**config.mk**
```make
export PLATFORM = sky130hd
export DESIGN_NAME = adec_prog_flat
export DESIGN_NICKNAME = d
export VERILOG_FILES = /design/src/rtl/adec_pkg.sv /design/src/rtl/adec_if.sv /design/src/rtl/adec_window.sv /design/src/rtl/adec_prog.sv /design/src/flat_wrapper.sv
export SDC_FILE = /design/constraint.sdc
export NUM_CORES = 1
export LEC_CHECK = 0
export ABC_AREA = 1
export BUFFER_PORTS_ARGS = -buffer_cell sky130_fd_sc_hd__buf_2
export CAP_MARGIN = 15
export CELL_PAD_IN_SITES_DETAIL_PLACEMENT = 0
export CELL_PAD_IN_SITES_GLOBAL_PLACEMENT = 1
export CORE_MARGIN = 1
export CORE_UTILIZATION = 45
export DETAILED_ROUTE_END_ITERATION = 7
export GPL_ROUTABILITY_DRIVEN = 0
export GPL_TIMING_DRIVEN = 0
export PLACE_DENSITY_LB_ADDON = 0.1
export SLEW_MARGIN = 20
export SYNTH_ARGS = -nofsm -noshare
export SYNTH_HDL_FRONTEND = slang
export SYNTH_SLANG_ARGS = --single-unit
export TNS_END_PERCENT = 20
```
**constraint.sdc**
```tcl
create_clock -name clock -period 3.25 [get_ports clock]
set_input_delay 0 -clock clock [delete_from_list [all_inputs] [get_ports clock]]
set_output_delay 0 -clock clock [all_outputs]
set_load 0.1 [all_outputs]
```
**src/rtl/adec_pkg.sv**
```systemverilog
// rtl/adec_pkg.sv - shared encodings and reset-map constants for the programmable address decoder
// Contents: cfg_field encodings, wait-state FSM states, default window map (windows 0-4).
// Optional feature macro used by importers: ADEC_WRITE_PROTECT_EN.
package adec_pkg;

    typedef enum logic [1:0] {
        FLD_BASE  = 2'd0,
        FLD_MASK  = 2'd1,
        FLD_WAITS = 2'd2,
        FLD_EN    = 2'd3
    } cfg_field_e;

    typedef enum logic [1:0] {
        S_IDLE = 2'd0,
        S_WAIT = 2'd1,
        S_HOLD = 2'd2
    } ws_state_e;

    localparam int DEF_WINDOWS = 5;

    // C64-style I/O map so existing software boots without reprogramming.
    function automatic logic [18:0] def_base(input int idx);
        case (idx)
            0:       return 19'h0D400;  // SID
            1:       return 19'h0DC00;  // VIA1
            2:       return 19'h0DC10;  // VIA2
            3:       return 19'h0DC20;  // UART
            4:       return 19'h0DE00;  // Bifrost registers
            default: return 19'h00000;
        endcase
    endfunction

    function automatic logic [18:0] def_mask(input int idx);
        case (idx)
            0:       return 19'h7FC00;
            1:       return 19'h7FFF0;
            2:       return 19'h7FFF0;
            3:       return 19'h7FFF0;
            4:       return 19'h7FE00;
            default: return 19'h00000;
        endcase
    endfunction

    function automatic logic def_en(input int idx);
        return (idx < DEF_WINDOWS);
    endfunction

endpackage

```
**src/rtl/adec_if.sv**
```systemverilog
// rtl/adec_if.sv - CPU bus / config bundle between a bus master and the address decoder
// Signals: addr, rw, bus_start (CPU side); cfg_we, cfg_sel, cfg_field, cfg_wdata (config side);
// cs_n, ram_cs_n, rdy (decoder outputs); wp_err when ADEC_WRITE_PROTECT_EN is defined.
// Modports: master (drives bus/config), slave (the decoder).
interface adec_if #(
    parameter int ADDR_W = 19,
    parameter int N_CS   = 8
);
    localparam int SEL_W = (N_CS > 1) ? $clog2(N_CS) : 1;

    logic [ADDR_W-1:0] addr;
    logic              rw;
    logic              bus_start;
    logic              cfg_we;
    logic [SEL_W-1:0]  cfg_sel;
    logic [1:0]        cfg_field;
    logic [ADDR_W-1:0] cfg_wdata;
    logic [N_CS-1:0]   cs_n;
    logic              ram_cs_n;
    logic              rdy;
`ifdef ADEC_WRITE_PROTECT_EN
    logic              wp_err;
`endif

    modport master (
        output addr, rw, bus_start, cfg_we, cfg_sel, cfg_field, cfg_wdata,
        input  cs_n, ram_cs_n, rdy
`ifdef ADEC_WRITE_PROTECT_EN
        , input wp_err
`endif
    );

    modport slave (
        input  addr, rw, bus_start, cfg_we, cfg_sel, cfg_field, cfg_wdata,
        output cs_n, ram_cs_n, rdy
`ifdef ADEC_WRITE_PROTECT_EN
        , output wp_err
`endif
    );
endinterface

```
**src/rtl/adec_window.sv**
```systemverilog
// rtl/adec_window.sv - one programmable chip-select window: base/mask/waits/enable registers plus comparator
// Ports: clock, reset_n (sync active-low), we (config write already qualified for this window),
// field, wdata, addr -> match, waits; ro when ADEC_WRITE_PROTECT_EN is defined.
module adec_window
    import adec_pkg::*;
#(
    parameter int ADDR_W = 19,
    parameter int WS_W   = 3,
    parameter int IDX    = 0
) (
    input  logic              clock,
    input  logic              reset_n,
    input  logic              we,
    input  logic [1:0]        field,
    input  logic [ADDR_W-1:0] wdata,
    input  logic [ADDR_W-1:0] addr,
    output logic              match,
    output logic [WS_W-1:0]   waits
`ifdef ADEC_WRITE_PROTECT_EN
    ,
    output logic              ro
`endif
);

    logic [ADDR_W-1:0] base;
    logic [ADDR_W-1:0] mask;
    logic              en;

    always_ff @(posedge clock) begin
        if (!reset_n) begin
            base  <= ADDR_W'(def_base(IDX));
            mask  <= ADDR_W'(def_mask(IDX));
            en    <= def_en(IDX);
            waits <= '0;
`ifdef ADEC_WRITE_PROTECT_EN
            ro    <= 1'b0;
`endif
        end else if (we) begin
            case (cfg_field_e'(field))
                FLD_BASE:  base  <= wdata;
                FLD_MASK:  mask  <= wdata;
                FLD_WAITS: waits <= wdata[WS_W-1:0];
                FLD_EN: begin
                    en <= wdata[0];
`ifdef ADEC_WRITE_PROTECT_EN
                    ro <= wdata[1];
`endif
                end
                default: ;
            endcase
        end
    end

    // Registers are read directly, so a same-cycle config write only affects later decodes.
    assign match = en && (((addr ^ base) & mask) == '0);

endmodule

```
**src/rtl/adec_prog.sv**
```systemverilog
// rtl/adec_prog.sv - programmable address decoder with priority chip selects and 6502 RDY wait-state FSM
// Ports: clock, reset_n (sync active-low), bus (adec_if.slave: addr, rw, bus_start, cfg_*,
// cs_n, ram_cs_n, rdy, plus wp_err when ADEC_WRITE_PROTECT_EN is defined).
// Optional feature macro: ADEC_WRITE_PROTECT_EN (per-window read-only bit and sticky wp_err).
module adec_prog
    import adec_pkg::*;
#(
    parameter int ADDR_W = 19,
    parameter int N_CS   = 8,
    parameter int WS_W   = 3
) (
    input  logic  clock,
    input  logic  reset_n,
    adec_if.slave bus
);

    localparam int SEL_W = (N_CS > 1) ? $clog2(N_CS) : 1;

    logic [N_CS-1:0]           match;
    logic [N_CS-1:0][WS_W-1:0] waits;
    logic [N_CS-1:0]           ro;

    for (genvar i = 0; i < N_CS; i++) begin : g_win
        // Selects outside 0..N_CS-1 equal no window index, so those writes are dropped.
        logic win_we;
        assign win_we = bus.cfg_we && (bus.cfg_sel == SEL_W'(i));

        adec_window #(.ADDR_W(ADDR_W), .WS_W(WS_W), .IDX(i)) u_win (
            .clock   (clock),
            .reset_n (reset_n),
            .we      (win_we),
            .field   (bus.cfg_field),
            .wdata   (bus.cfg_wdata),
            .addr    (bus.addr),
            .match   (match[i]),
            .waits   (waits[i])
`ifdef ADEC_WRITE_PROTECT_EN
            ,
            .ro      (ro[i])
`endif
        );
`ifndef ADEC_WRITE_PROTECT_EN
        assign ro[i] = 1'b0;
`endif
    end

    // Priority encode: scanning downward lets the lowest matching index win.
    logic             hit;
    logic [SEL_W-1:0] win_idx;
    always_comb begin
        hit     = 1'b0;
        win_idx = '0;
        for (int i = N_CS - 1; i >= 0; i--) begin
            if (match[i]) begin
                hit     = 1'b1;
                win_idx = SEL_W'(i);
            end
        end
    end

    // A write into a read-only winner selects nothing at all: no window and no RAM.
    logic blocked;
    logic sel_hit;
`ifdef ADEC_WRITE_PROTECT_EN
    assign blocked = hit && ro[win_idx] && !bus.rw;
`else
    logic unused_rw;
    logic unused_ro;
    assign unused_rw = bus.rw;
    assign unused_ro = |ro;
    assign blocked   = 1'b0;
`endif
    assign sel_hit = hit && !blocked;

    always_comb begin
        bus.cs_n = '1;
        if (sel_hit) bus.cs_n[win_idx] = 1'b0;
    end
    assign bus.ram_cs_n = hit;

    // Wait-state FSM: loading k-1 and counting down through zero gives exactly k stall cycles.
    ws_state_e       state, state_d;
    logic [WS_W-1:0] cnt, cnt_d;
    logic [WS_W-1:0] start_k;

    assign start_k = waits[win_idx];

    always_ff @(posedge clock) begin
        if (!reset_n) begin
            state <= S_IDLE;
            cnt   <= '0;
        end else begin
            state <= state_d;
            cnt   <= cnt_d;
        end
    end

    always_comb begin
        state_d = state;
        cnt_d   = cnt;
        case (state)
            S_IDLE, S_HOLD: begin
                state_d = S_IDLE;
                if (bus.bus_start && sel_hit && (start_k != '0)) begin
                    state_d = S_WAIT;
                    cnt_d   = start_k - WS_W'(1);
                end
            end
            S_WAIT: begin
                // bus_start and config writes are ignored here; the latched count runs out.
                if (cnt == '0) state_d = S_HOLD;
                else           cnt_d   = cnt - WS_W'(1);
            end
            default: state_d = S_IDLE;
        endcase
    end

    assign bus.rdy = (state != S_WAIT);

`ifdef ADEC_WRITE_PROTECT_EN
    always_ff @(posedge clock) begin
        if (!reset_n)                        bus.wp_err <= 1'b0;
        else if (bus.bus_start && blocked)   bus.wp_err <= 1'b1;
        else if (bus.cfg_we)                 bus.wp_err <= 1'b0;
    end
`endif

endmodule

```
**src/flat_wrapper.sv**
```systemverilog
// flat-port wrapper written by rule: the top's interface ports become plain ports
module adec_prog_flat import adec_pkg::*;
#(
    parameter int ADDR_W = 19,
    parameter int N_CS   = 8,
    parameter int WS_W   = 3
)
  (clock, reset_n, bus_addr, bus_rw, bus_bus_start, bus_cfg_we, bus_cfg_sel, bus_cfg_field, bus_cfg_wdata, bus_cs_n, bus_ram_cs_n, bus_rdy);
  adec_if #(.ADDR_W(ADDR_W), .N_CS(N_CS)) bus_i ();
  input  logic clock;
  input  logic reset_n;
  input wire logic [$bits(bus_i.addr)-1:0] bus_addr;
  input wire logic [$bits(bus_i.rw)-1:0] bus_rw;
  input wire logic [$bits(bus_i.bus_start)-1:0] bus_bus_start;
  input wire logic [$bits(bus_i.cfg_we)-1:0] bus_cfg_we;
  input wire logic [$bits(bus_i.cfg_sel)-1:0] bus_cfg_sel;
  input wire logic [$bits(bus_i.cfg_field)-1:0] bus_cfg_field;
  input wire logic [$bits(bus_i.cfg_wdata)-1:0] bus_cfg_wdata;
  output wire logic [$bits(bus_i.cs_n)-1:0] bus_cs_n;
  output wire logic [$bits(bus_i.ram_cs_n)-1:0] bus_ram_cs_n;
  output wire logic [$bits(bus_i.rdy)-1:0] bus_rdy;
  assign bus_i.addr = bus_addr;
  assign bus_i.rw = bus_rw;
  assign bus_i.bus_start = bus_bus_start;
  assign bus_i.cfg_we = bus_cfg_we;
  assign bus_i.cfg_sel = bus_cfg_sel;
  assign bus_i.cfg_field = bus_cfg_field;
  assign bus_i.cfg_wdata = bus_cfg_wdata;
  assign bus_cs_n = bus_i.cs_n;
  assign bus_ram_cs_n = bus_i.ram_cs_n;
  assign bus_rdy = bus_i.rdy;
  adec_prog #(.ADDR_W(ADDR_W), .N_CS(N_CS), .WS_W(WS_W)) u_core (.clock(clock), .reset_n(reset_n), .bus(bus_i));
endmodule
```
==> results of run 1 <==
sequential cells by signal, summed over array words and instances (netlist names):
register / cells
u_core.cnt: 3
u_core.g_win.u_win.base: 152
u_core.g_win.u_win.en: 8
u_core.g_win.u_win.mask: 152
u_core.g_win.u_win.waits: 24
u_core.state: 2
cell type report:
type	count	area (µm²)
plain buffers	132	593
repair buffers	80	538
fillers	3387	15700
inverters	206	779
multi-input cells	1633	7340
clock buffers	64	1220
flip-flops and latches	341	6830
well taps	448	561
clock inverters	7	95.1
placed cells by master, fill, tap and decap left out, types with 8 or more instances in the layout:
cell type      instances
nor2_1               347
a21oi_1              151
dfxtp_1              341
or2_1                 11
buf_2                 58
clkbuf_1             122
o21ai_0              269
clkbuf_16             43
inv_1                190
nand4_1               22
nor2_2                14
dlygate4sd3_1         27
nand3_1              227
clkinv_1               9
buf_4                 12
o21ai_1                8
nand2_1              531
kinds of logic after synthesis:
logic type | count (synthesis) | synth area share
xor+xnor | 3 | 0.00170
buf+inv | 338 | 0.0886
flops | 341 | 0.441
fa+ha+maj | 1 | 0.000807
simple gates | 1188 | 0.324
compound gates | 441 | 0.145
layer usage:
layer | part of all wire | track usage | up-vias
met5 | 0 | 0 | -
met4 | 0.036 | 0.120 | 0
met3 | 0.066 | 0.0348 | 114
met2 | 0.46 | 0.542 | 584
met1 | 0.44 | 0.446 | 7283
li1 | - | - | 7687
where the power goes:
part	switching, µW	internal (µW)
registers	28.3	4230
logic	544	191
clock network	1870	2740
total	2440	7170
worst max-delay path by stage:
| stage | depth (start not counted) | from | end | slack, ns |
|---|---|---|---|---|
| 3_5_place_dp | 26 | bus_addr[0] | u_core.cnt[2]$_SDFFE_PN0P_ | -0.11 |
| 6_report | 22 | u_core.g_win[2].u_win.base[14]$_SDFFE_PN1P_ | u_core.cnt[2]$_SDFFE_PN0P_ | 0.24 |
| 5_1_grt | 25 | u_core.g_win[7].u_win.base[0]$_SDFFE_PN0P_ | u_core.cnt[2]$_SDFFE_PN0P_ | -0.02 |
| 3_3_place_gp | 26 | bus_addr[0] | u_core.cnt[2]$_SDFFE_PN0P_ | -0.08 |
| 2_1_floorplan | 21 | u_core.g_win[0].u_win.base[3]$_SDFFE_PN0P_ | u_core.cnt[2]$_SDFFE_PN0P_ | 0.56 |
| 4_1_cts | 20 | u_core.g_win[7].u_win.base[0]$_SDFFE_PN0P_ | u_core.cnt[2]$_SDFFE_PN0P_ | 0.004 |
repair_timing:
action	4_1_cts	5_1_grt
resized for setup	1	13
endpoints found under the hold margin	119	0
setup buffers	0	1
setup endpoints to repair	1	2
hold buffers	27	0
pin swaps	0	4
through the flow:
step | worst slack [ns] | hold WS [ns] | util | power, µW | setup TNS (ns)
after global placement | -0.0797 | 0.357 | 0.484 | 5030 | -0.0797
after global routing | -0.0176 | 0.0476 | 0.533 | 9850 | -0.0176
after floorplan | 0.557 | 0.126 | - | 4730 | 0
final | 0.236 | 0.00805 | 0.533 | 9610 | 0
after CTS | 0.00359 | 0.00350 | 0.531 | 9610 | 0
after detailed placement | -0.112 | 0.369 | 0.484 | 5040 | -0.122
worst max-delay path: stages, from the launching register on:
cell and delay, ns:
dfxtp_1 0.32, or2_2 0.29, nand3_1 0.12, nand2_1 0.08, nor2_2 0.21, nand3_1 0.14
nor2_2 0.25, nor2_2 0.09, nand2_4 0.13, nand2_8 0.09, buf_8 0.15, nand3b_1 0.09
nand2_1 0.09, nor2_1 0.11, nand2_1 0.09, nand2_1 0.08, o21ai_2 0.07, ha_2 0.17
nand3b_1 0.14, nand2_1 0.07, nand2_1 0.05, nand2_1 0.05, nor2_1 0.04
==> reports/results.ini, run 1 <==
[outcome]
outcome = finished, final reports clean

[logic_synthesis]
synth-main-ff-cell = dfxtp_1
synth_top_area_frac = 0.441
netlist_area_um2 = 15500
synth_cell_types = 41
ys_ff_latch = 341
synth_common_cells = nand2_1 (532), nor2_1 (351), dfxtp_1 (341), o21ai_0 (271), nand3_1 (230)
synth_edf_count = 0
yosys.cell_count.top_type = nand2_1
syn_nets = 2361
synth_area_per_cell_um2 = 6.70
ys_warn_count = 0
synth_top_cells_by_area = dfxtp_1 (44%), nand2_1 (13%), o21ai_0 (8.8%)
yosysSeqAreaShare = 0.441
synth-async-reset-ratio = 0
netlist_instances = 2312
synth_top_area_cell = dfxtp_1

[clocking]
cts_root_buffer = clkbuf_16
htree_levels = 2
clock-sinks = 341
cts_tree = done
cts_buffer_depth = 3
insertion_delay_ns = 0.54
cts_made_buffers = 41
clk_pin_slew_ns = 0.06

[die]
die-area_um2 = 35200
fp.dieH_um = 188
num_io_pins = 58
start_util = 0.460
rows = 67
core_um2 = 33700
die_w_um = 188

[critical_path]
ff2ff_path_depth = 22
r2r_slack_ns = 0.24
path_max_fanout = 10
cp-end-kind = flip-flop
cp.arrival_ns = 3.46
worstSetupStartpointType = flip-flop
worstReg2RegEnd = u_core.cnt[2]$_SDFFE_PN0P_
critPathKind = flip-flop to flip-flop
worst-endpoint-required_ns = 3.69
reg2reg_from = u_core.g_win[2].u_win.base[14]$_SDFFE_PN1P_

[timing]
max_slew_margin = 0.380
finalHoldViolCount = 0
period_share = 0.927
fin_crit_ns = 3.01
worst_pin_slew_ns = 0.930
setup_viol = 0
fin_skew_ns = 0.0124
fmax_ghz = 0.332
maxSlewViolCount = 0

[final_layout]
antenna_cells = 0
final_layout_size_suffix_gt1_frac = 0.0751
synthToLayoutAreaGrowth_pct = 15.9
final_cells = 2911
stdcell_area_um2 = 18000
layout.nets = 2484

[drt]
vias = 15700
wl_per_cell_um = 20.2
drcViolationCount = 0
via_per_inst = 5.38
totalWireLength_um = 58700
dr.pass1.iters = 6
first_iter_violations = 1347
ant_nets = 0

[worst_hold_path]
hold_start = bus_bus_start
worstHoldEndpoint = u_core.state[0]$_SDFFE_PN0P_
hold_path_depth = 6
hold_path.class = input pin to flip-flop

[global_routing]
grt_pass1_wl_um = 87100
grt.total_usage = 0.329
grt_start_max_net_pins = 13
grt_pass1_vias = 14300
grt_overflow = 0
antenna_found_initial = 0

[placement]
dp_hpwl_um = 43100
io_buffers = 52
place_area_um2 = 16300
dpl.cell_count = 2812

[power]
peakVddDrop_v = 0.000460
p_leak_uw = 0.00785
p_per_area_nw_per_um2 = 535

[job]
cap_violations = 0

Power figures use the tool's default switching activity.
==> inputs of run 2 (changes only) <==
CELL_PAD_IN_SITES_DETAIL_PLACEMENT = unset   (was 0)
CELL_PAD_IN_SITES_GLOBAL_PLACEMENT = unset   (was 1)
CORE_UTILIZATION = 55   (was 45)
PLACE_DENSITY = 0.72   (was unset)
PLACE_DENSITY_LB_ADDON = unset   (was 0.1)
==> run 2 against run 1 <==
  * Via count is 3.4% higher
  * Largest power group is now sequential cells
  * Maximum frequency is 1.3% lower
  * Register-to-register slack worse by 0.04 ns
  * Design area is 1.1% lower
  * Critical path type unchanged
==> reports/results.ini, run 2 (same netlist as run 1, synthesis figures left out) <==
[timing]
finalHoldViolCount = 0  ; unchanged
period_share = 0.939  ; was 0.927
fmax_ghz = 0.328  ; was 0.332 GHz
finalSetupTns_ns = 0  ; unchanged
setup_viol = 0  ; unchanged
max_slew_margin = 0.395  ; was 0.380
worst_pin_slew_ns = 0.908  ; was 0.930 ns
rsz0062_at_grt = false
maxSlewViolCount = 0  ; unchanged
fin_crit_ns = 3.05  ; was 3.01 ns
fin_skew_ns = 0.0249  ; was 0.0124 ns

[final_layout]
final_layout_size_suffix_gt1_frac = 0.0728  ; was 0.0751
largestRegisters = u_core.g_win.u_win.base x152, u_core.g_win.u_win.mask x152, u_core.g_win.u_win.waits x24  ; unchanged
antenna_cells = 0  ; unchanged
fillers = 2550  ; was 3387
multi_input_area_um2 = 7330  ; was 7340 µm²
final_common_cell = nand2_1  ; unchanged
layout.nets = 2480  ; was 2484
most-common-layout-cells = nand2_1 (532), nor2_1 (351), dfxtp_1 (341)  ; was nand2_1 (531), nor2_1 (347), dfxtp_1 (341)
final_cells = 2836  ; was 2911
regArea_um2 = 6830  ; unchanged
synthToLayoutAreaGrowth_pct = 14.6  ; was 15.9%

[drt]
totalWireLength_um = 55300  ; was 58700 µm
dr.pass1.iters = 6  ; unchanged
drcViolationCount = 0  ; unchanged
via_per_inst = 5.71  ; was 5.38
ant_nets = 0  ; unchanged
wl_per_cell_um = 19.5  ; was 20.2 µm
first_iter_violations = 1963  ; was 1347
vias = 16200  ; was 15700

[die]
die_w_um = 170  ; was 188 µm
die-area_um2 = 28800  ; was 35200 µm²
fp.dieH_um = 170  ; was 188 µm
rows = 61  ; was 67
start_util = 0.558  ; was 0.460
num_io_pins = 58  ; unchanged
core_um2 = 27800  ; was 33700 µm²

[worst_hold_path]
hold_path.class = input pin to flip-flop  ; unchanged

[clocking]
post_cts_buffers = 0  ; unchanged
htree_levels = 2  ; unchanged
cts_tree = done  ; unchanged
cts_buffer_depth = 3  ; unchanged
cts_made_buffers = 38  ; was 41
clock-sinks = 341  ; unchanged
cts_root_buffer = clkbuf_16  ; unchanged
clk_pin_slew_ns = 0.06  ; about the same
insertion_delay_ns = 0.54  ; about the same

[critical_path]
path_max_fanout = 10  ; unchanged
worst-endpoint-required_ns = 3.67  ; was 3.69 ns
cp_common_cell = nand2_1  ; unchanged
cp.arrival_ns = 3.47  ; was 3.46 ns
slowest_stage = dfxtp_1  ; unchanged
critPathKind = flip-flop to flip-flop  ; unchanged
cp-end-kind = flip-flop  ; unchanged
worstSetupStartpointType = flip-flop  ; unchanged
cpPeakStageDelay_ns = 0.32  ; about the same
r2r_slack_ns = 0.20  ; was 0.24 ns

[placement]
dp_hpwl_um = 40100  ; was 43100 µm
dpl.cell_count = 2742  ; was 2812
io_buffers = 52  ; unchanged

[global_routing]
grt.total_usage = 0.382  ; was 0.329
grt_start_max_net_pins = 13  ; unchanged
antenna_found_initial = 0  ; unchanged
grt_pass1_vias = 14800  ; was 14300
grt_overflow = 0  ; unchanged
grt_pass1_wl_um = 83100  ; was 87100 µm

[power]
peakVddDrop_v = 0.000475  ; was 0.000460 V
p_per_area_nw_per_um2 = 520  ; was 535 nW/µm²
p_leak_uw = 0.00781  ; was 0.00785 µW

[job]
cap_violations = 0  ; unchanged

[outcome]
outcome = finished, final reports clean  ; unchanged

run 2: changes by cell type in the layout (fill, tap and decap cells not counted), moves of 2 or more:
cell | previous run | this run
bufinv_16 | 2 | 0
clkbuf_8 | 7 | 13
nor2_1 | 347 | 351
nor2_2 | 14 | 10
clkbuf_16 | 43 | 39
clkbuf_1 | 122 | 118
run 2: critical path, delay by kind of cell, from the launching register on:
family          cells  cell delay (ns)
simple gates       21             2.16
fa+ha+maj           1             0.18
flops               1             0.32
compound gates      1             0.07
buf+inv             2             0.22
run 2: layout make-up:
type | count | area share
sequential | 341 | 0.384
clock buffer | 62 | 0.0672
tap | 378 | 0.0266
inverter | 206 | 0.0439
buffer | 132 | 0.0334
timing repair buffer | 79 | 0.0299
clock inverter | 5 | 0.00162
multi-input combinational | 1633 | 0.413
run 2: layer usage:
| layer | wire length, µm | vias up | share of wire | GRT usage |
|---|---|---|---|---|
| met3 | 5120 | 184 | 0.093 | 0.0544 |
| li1 | - | 7673 | - | - |
| met1 | 22100 | 7477 | 0.40 | 0.495 |
| met2 | 25000 | 870 | 0.45 | 0.614 |
| met4 | 3040 | 0 | 0.055 | 0.213 |
| met5 | 0 | - | 0 | 0 |
run 2: final timing paths:
| check | start | to | cells past startpoint |
|---|---|---|---|
| setup / recovery | u_core.g_win[6].u_win.base[0]$_SDFFE_PN0P_ | u_core.cnt[2]$_SDFFE_PN0P_ | 25 |
| hold / removal | bus_bus_start | u_core.cnt[0]$_SDFFE_PN0P_ | 6 |
| setup reg to reg | u_core.g_win[6].u_win.base[0]$_SDFFE_PN0P_ | u_core.cnt[2]$_SDFFE_PN0P_ | 25 |
| hold reg to reg | u_core.g_win[3].u_win.mask[3]$_SDFFE_PN0P_ | u_core.g_win[3].u_win.mask[3]$_SDFFE_PN0P_ | 2 |
run 2: what timing repair did:
item                                   4_1_cts  5_1_grt
setup endpoints to repair                    0        4
gates resized for setup                      0        9
hold buffers                                27        0
endpoints found under the hold margin      118        0
run 2: report_power, final:
group          internal, µW  switching, µW
clock                  2500           1760
combinational           190            531
sequential             4230           28.8
run 2: through the flow:
stage | utilization | power, µW | instance area, µm² | worst slack (ns) | hold slack, ns
finish | 0.639 | 9240 | 17800 | 0.198 | 0.0452
global route | 0.639 | 9460 | 17800 | 0.0318 | 0.0872
CTS | 0.638 | 9200 | 17700 | 0.0277 | 0.0285
detailed placement | 0.584 | 5020 | 16200 | 0.0258 | 0.340
global placement | 0.584 | 5010 | 16200 | 0.0899 | 0.342
floorplan | - | 4730 | 15500 | 0.557 | 0.126
